===== src/rtl/mem_arb_pkg.sv =====
// Shared widths, FSM states and owner encoding for the memory bus arbiter.
package mem_arb_pkg;

  localparam int ADDR_W = 4;
  localparam int DATA_W = 8;

  typedef enum logic [1:0] {
    IDLE     = 2'd0,
    GNT_USER = 2'd1,
    GNT_CU   = 2'd2
  } arb_state_e;

  typedef enum logic {
    OWNER_USER = 1'b0,
    OWNER_CU   = 1'b1
  } owner_e;

  typedef enum logic {
    POLICY_FIXED = 1'b0,
    POLICY_RR    = 1'b1
  } policy_e;

  function automatic owner_e other_owner(input owner_e o);
    return (o == OWNER_USER) ? OWNER_CU : OWNER_USER;
  endfunction

endpackage


===== src/rtl/mem_arb_pick.sv =====
// Two-way winner selection between user and control-unit requests.
// Fixed policy favours the control unit; round-robin favours whoever did not win last.
module mem_arb_pick
  import mem_arb_pkg::*;
#(
  parameter policy_e POLICY = POLICY_FIXED
) (
  input  logic   user_elig_i,
  input  logic   cu_elig_i,
  input  owner_e last_winner_i,
  output logic   valid_o,
  output owner_e winner_o
);

  always_comb begin
    valid_o  = user_elig_i | cu_elig_i;
    winner_o = OWNER_USER;
    if (user_elig_i && cu_elig_i) begin
      winner_o = (POLICY == POLICY_RR) ? other_owner(last_winner_i) : OWNER_CU;
    end else if (cu_elig_i) begin
      winner_o = OWNER_CU;
    end
  end

endmodule


===== src/rtl/mem_bus_arbiter.sv =====
// Arbitrates a single 16x8 memory bus between a loader (user) port and a control-unit port.
// Define MEM_BUS_ARBITER_RR_EN for round-robin conflict resolution; default is CU priority.
module mem_bus_arbiter
  import mem_arb_pkg::*;
(
  input  logic              clk,
  input  logic              reset,
  input  logic              op,
  input  logic              user_req,
  input  logic              user_we,
  input  logic [ADDR_W-1:0] user_addr,
  input  logic [DATA_W-1:0] user_wdata,
  output logic              user_gnt,
  output logic              user_rvalid,
  output logic [DATA_W-1:0] user_rdata,
  input  logic              cu_req,
  input  logic              cu_we,
  input  logic [ADDR_W-1:0] cu_addr,
  input  logic [DATA_W-1:0] cu_wdata,
  output logic              cu_gnt,
  output logic              cu_rvalid,
  output logic [DATA_W-1:0] cu_rdata,
  output logic [ADDR_W-1:0] mem_addr,
  output logic [DATA_W-1:0] mem_wdata,
  output logic              mem_we,
  input  logic [DATA_W-1:0] mem_rdata
);

  arb_state_e        state_q, state_d;
  logic              user_rvalid_q, user_rvalid_d;
  logic              cu_rvalid_q, cu_rvalid_d;
  logic [DATA_W-1:0] user_rdata_q, user_rdata_d;
  logic [DATA_W-1:0] cu_rdata_q, cu_rdata_d;
  logic              pick_valid;
  owner_e            pick_winner;
  owner_e            last_winner;

`ifdef MEM_BUS_ARBITER_RR_EN
  localparam policy_e POLICY = POLICY_RR;
  owner_e last_winner_q;

  always_ff @(posedge clk or negedge reset) begin
    if (!reset) begin
      last_winner_q <= OWNER_USER;
    end else if (state_q == IDLE && pick_valid) begin
      last_winner_q <= pick_winner;
    end
  end

  assign last_winner = last_winner_q;
`else
  localparam policy_e POLICY = POLICY_FIXED;
  assign last_winner = OWNER_USER;
`endif

  // op only matters at arbitration time, so a change mid-grant never disturbs a transfer.
  mem_arb_pick #(
    .POLICY(POLICY)
  ) u_pick (
    .user_elig_i  (user_req),
    .cu_elig_i    (cu_req & op),
    .last_winner_i(last_winner),
    .valid_o      (pick_valid),
    .winner_o     (pick_winner)
  );

  always_comb begin
    state_d       = state_q;
    user_gnt      = 1'b0;
    cu_gnt        = 1'b0;
    mem_addr      = '0;
    mem_wdata     = '0;
    mem_we        = 1'b0;
    user_rvalid_d = 1'b0;
    cu_rvalid_d   = 1'b0;
    user_rdata_d  = user_rdata_q;
    cu_rdata_d    = cu_rdata_q;
    case (state_q)
      IDLE: begin
        if (pick_valid) begin
          state_d = (pick_winner == OWNER_CU) ? GNT_CU : GNT_USER;
        end
      end
      GNT_USER: begin
        user_gnt  = 1'b1;
        mem_addr  = user_addr;
        mem_wdata = user_wdata;
        mem_we    = user_we;
        state_d   = IDLE;
        if (!user_we) begin
          user_rvalid_d = 1'b1;
          user_rdata_d  = mem_rdata;
        end
      end
      GNT_CU: begin
        cu_gnt    = 1'b1;
        mem_addr  = cu_addr;
        mem_wdata = cu_wdata;
        mem_we    = cu_we;
        state_d   = IDLE;
        if (!cu_we) begin
          cu_rvalid_d = 1'b1;
          cu_rdata_d  = mem_rdata;
        end
      end
      default: state_d = IDLE;
    endcase
  end

  // Read data is registered so mem_rdata never reaches an output combinationally.
  always_ff @(posedge clk or negedge reset) begin
    if (!reset) begin
      state_q       <= IDLE;
      user_rvalid_q <= 1'b0;
      cu_rvalid_q   <= 1'b0;
      user_rdata_q  <= '0;
      cu_rdata_q    <= '0;
    end else begin
      state_q       <= state_d;
      user_rvalid_q <= user_rvalid_d;
      cu_rvalid_q   <= cu_rvalid_d;
      user_rdata_q  <= user_rdata_d;
      cu_rdata_q    <= cu_rdata_d;
    end
  end

  assign user_rvalid = user_rvalid_q;
  assign cu_rvalid   = cu_rvalid_q;
  assign user_rdata  = user_rdata_q;
  assign cu_rdata    = cu_rdata_q;

endmodule

===== config.mk =====
export PLATFORM = sky130hd
export DESIGN_NAME = mem_bus_arbiter
export DESIGN_NICKNAME = d
export VERILOG_FILES = /design/src/rtl/mem_arb_pkg.sv /design/src/rtl/mem_arb_pick.sv /design/src/rtl/mem_bus_arbiter.sv
export SDC_FILE = /design/constraint.sdc
export NUM_CORES = 1
export LEC_CHECK = 0
export ABC_AREA = 1
export BUFFER_PORTS_ARGS = -buffer_cell sky130_fd_sc_hd__buf_2
export CAP_MARGIN = 20
export CORE_ASPECT_RATIO = 0.8
export CORE_MARGIN = 5
export CORE_UTILIZATION = 41
export CTS_BUF_LIST = sky130_fd_sc_hd__clkbuf_4 sky130_fd_sc_hd__clkbuf_8
export DETAILED_ROUTE_END_ITERATION = 12
export GPL_TIMING_DRIVEN = 0
export PLACE_DENSITY = 0.93
export SLEW_MARGIN = 30
export SYNTH_ARGS = -nofsm -noshare
export SYNTH_HDL_FRONTEND = slang
export SYNTH_SLANG_ARGS = --single-unit

===== constraint.sdc =====
create_clock -name clk -period 1.56 [get_ports clk]
set_clock_uncertainty 0.2 [all_clocks]
set_input_delay 0.312 -clock clk [delete_from_list [all_inputs] [get_ports clk]]
set_output_delay 0.312 -clock clk [all_outputs]
set_load 0.005 [all_outputs]

==> summary.txt <==
global-route wire length before repair -> 5.02 mm
failing checks -> setup timing
yosys warns -> 0
DIE HEIGHT -> 54.0 um
clk sinks -> 20
unrepaired setup endpoints after global routing -> true
Slew headroom -> 0.720
largest net degree at the start of global routing -> 21
beginning of the worst hold path -> mem_rdata[2]
Residual DRC -> 0
Static Leak -> 0.988 nW
overall power -> 2.27 mW
critical path type -> reg -> out
CP Cell Sequence -> buf_4 > buf_4 > ha_2 > nand2_1 > a21oi_2 > buf_2
status -> complete, but fails checks
Inst Count DP -> 231
DR iter-0 viols -> 98
fillers -> 178
detailed placement HPWL -> 2.19 mm
area grow syn2layout -> 73.6%
reg2reg start -> state_q[1]$_DFFE_PN0P_
Final Core Density -> 0.724
Slew @ Worst Pin -> 420 ps
Synth Area per Inst -> 7.47 um2
CP most frequent cell -> buf_4
pwr dens -> 1320 nW/um2
Fin Setup TNS -> -5540 ps
Min-Delay Path Class -> in -> reg
gpl congestion -> 0.806
Initial Util -> 0.417
input/output buffers -> 71
Worst Setup End Kind -> output port
worst setup margin -> -448 ps
cell taking the most area after synthesis -> dfrtp_1
clk_lat worst skew -> 290 ps
Area after DPL -> 1390 um2
Max Fclk -> 498 MHz
vias in the first global route -> 1142
final WL -> 3.50 mm
area occupied by multi-input gates -> 579 um2
cells after synthesis -> 133
via total after detailed routing -> 1216
Area contributors post-synth -> dfrtp_1, nand2_1, a21oi_1, ha_1, inv_1
IO Count -> 72
VDD IR max -> 0.684 mV
via-per-instance ratio -> 4.84
Setup crit start -> state_q[1]$_DFFE_PN0P_
Top delay family on crit path -> flip-flops
dpl ws -> -210 ps
hold_ws -> 19.8 ps
startpoint types -> register
CTS tree -> built
clock root buffer master -> clkbuf_4
Num CTS Buffers -> 3
Pre-Repair DR Iteration Count -> 4
final net count -> 268
ant diodes -> 0
Reg clk slew, reported paths -> 110 ps
ratio of cells with drive above 1 in the final layout -> 0.567
Yosys cell types -> 10
crit path DAT -> 1500 ps
per-cell routed wire length -> 13.9 um
Clock Path Buffers -> 2
final instance area -> 1720 um2
remaining global-route overflow -> 0
max-slew violations -> 0
row count -> 16
htree depth -> 1
Total GRT Usage -> 0.189
post-synthesis sequential area ratio -> 0.504
Die ar. -> 3510 um2
Tmin final -> 2010 ps
top-area cell type share of the netlist area -> 0.504
maxcap violations -> 0
crit share post-route -> 1.29
Core Footprint -> 2380 um2
Final Setup Violations -> 21
post-synth net total -> 176
Final Hold Viols -> 0
post-synthesis register bit count -> 20
Finished Layout Cells -> 251
Max FO, Critical Path -> 4
slowest CP cell -> dfrtp_1
Synth Cell Area -> 993 um2
initial antenna violation count -> 0
floorplan die width -> 65.0 um
register area -> 500 um2
CP Buf/Inv Count -> 3
Max stage delay on crit path -> 380 ps
critical path required time -> 1050 ps
Routed Antenna Nets -> 0
routing by layer:
layer | vias up | track usage | wire [um]
met3 | 2 | 0.0480 | 199
li1 | 590 | - | -
met4 | 0 | 0.0310 | 21
met1 | 585 | 0.227 | 1420
met5 | - | 0 | 0
met2 | 39 | 0.353 | 1850
sequential cells by signal, indices dropped and copies added (netlist names):
| name | count |
|---|---|
| user_rdata | 8 |
| state_q | 2 |
| cu_rdata | 8 |
| cu_rvalid | 1 |
| user_rvalid | 1 |
worst paths after layout:
check	end	slack, ps	depth (start not counted)
hold / removal	cu_rdata[2]$_DFFE_PN0P_	20	3
setup / recovery	mem_wdata[5]	-450	6
setup reg to reg	cu_rvalid$_DFF_PN0_	-40	7
hold reg to reg	user_rdata[6]$_DFFE_PN0P_	290	2
min in group asynchronous	cu_rvalid$_DFF_PN0_	270	2
max in group asynchronous	cu_rdata[4]$_DFFE_PN0P_	600	2
cell usage in the layout (no fill, tap or decap):
master and instances:
nand2_4 4, a21oi_2 10, buf_2 72, nand2_1 65, dlygate4sd3_1 1, nor2_4 2
nor2_1 2, clkbuf_16 1, a21oi_1 4, dfrtp_1 20, clkbuf_8 1, inv_4 1
buf_4 11, inv_1 5, inv_2 3, buf_8 1, ha_4 3, clkbuf_4 3
ha_2 1, buf_6 4, nand2_2 10
worst register-to-register path, delay by kind of cell (launching register included):
| kind | cells | cell delay, ps |
|---|---|---|
| buf+inv | 5 | 650 |
| fa+ha+maj | 1 | 200 |
| simple gates | 1 | 60 |
| flops | 1 | 410 |
repair_timing:
action	CTS	global route
gates cloned	2	1
hold endpoints to repair	20	0
hold buffers	1	0
gates resized for setup	30	22
endpoints found under the setup margin	15	31
pin swaps	3	10
setup buffers	5	7
final cells by class:
| type | instances | area share |
|---|---|---|
| Timing Repair Buffer | 87 | 0.290 |
| Inverter | 9 | 0.0210 |
| Sequential cell | 20 | 0.290 |
| Clock buffer | 4 | 0.0210 |
| Buffer | 3 | 0.0218 |
| Multi-Input combinational cell | 101 | 0.336 |
| Tap cell | 27 | 0.0196 |
where the power goes:
group          switching [mW]  internal [mW]  total [mW]  leakage, nW
sequential              0.113          0.736       0.849        0.252
clock                   0.150          0.142       0.292       0.0210
combinational           0.580          0.552        1.13        0.715
cell families (layout without fill, tap and decap cells):
logic type | after synthesis | after routing | share of synthesized area
adder cells (fa/ha/maj) | 4 | 4 | 0.0504
AO/OA/AOI/OAI | 14 | 14 | 0.0705
buffers and inverters | 12 | 103 | 0.0516
flip-flops | 20 | 20 | 0.504
AND/OR/NAND/NOR | 83 | 83 | 0.324
synth_stat cells:
library cell,number
buf_4,1
buf_2,2
dfrtp_1,20
nor2_1,2
nand2_1,79
ha_1,4
nor2_4,1
nor2_2,1
a21oi_1,14
inv_1,9
No activity file was read; power rests on OpenSTA's default activity.
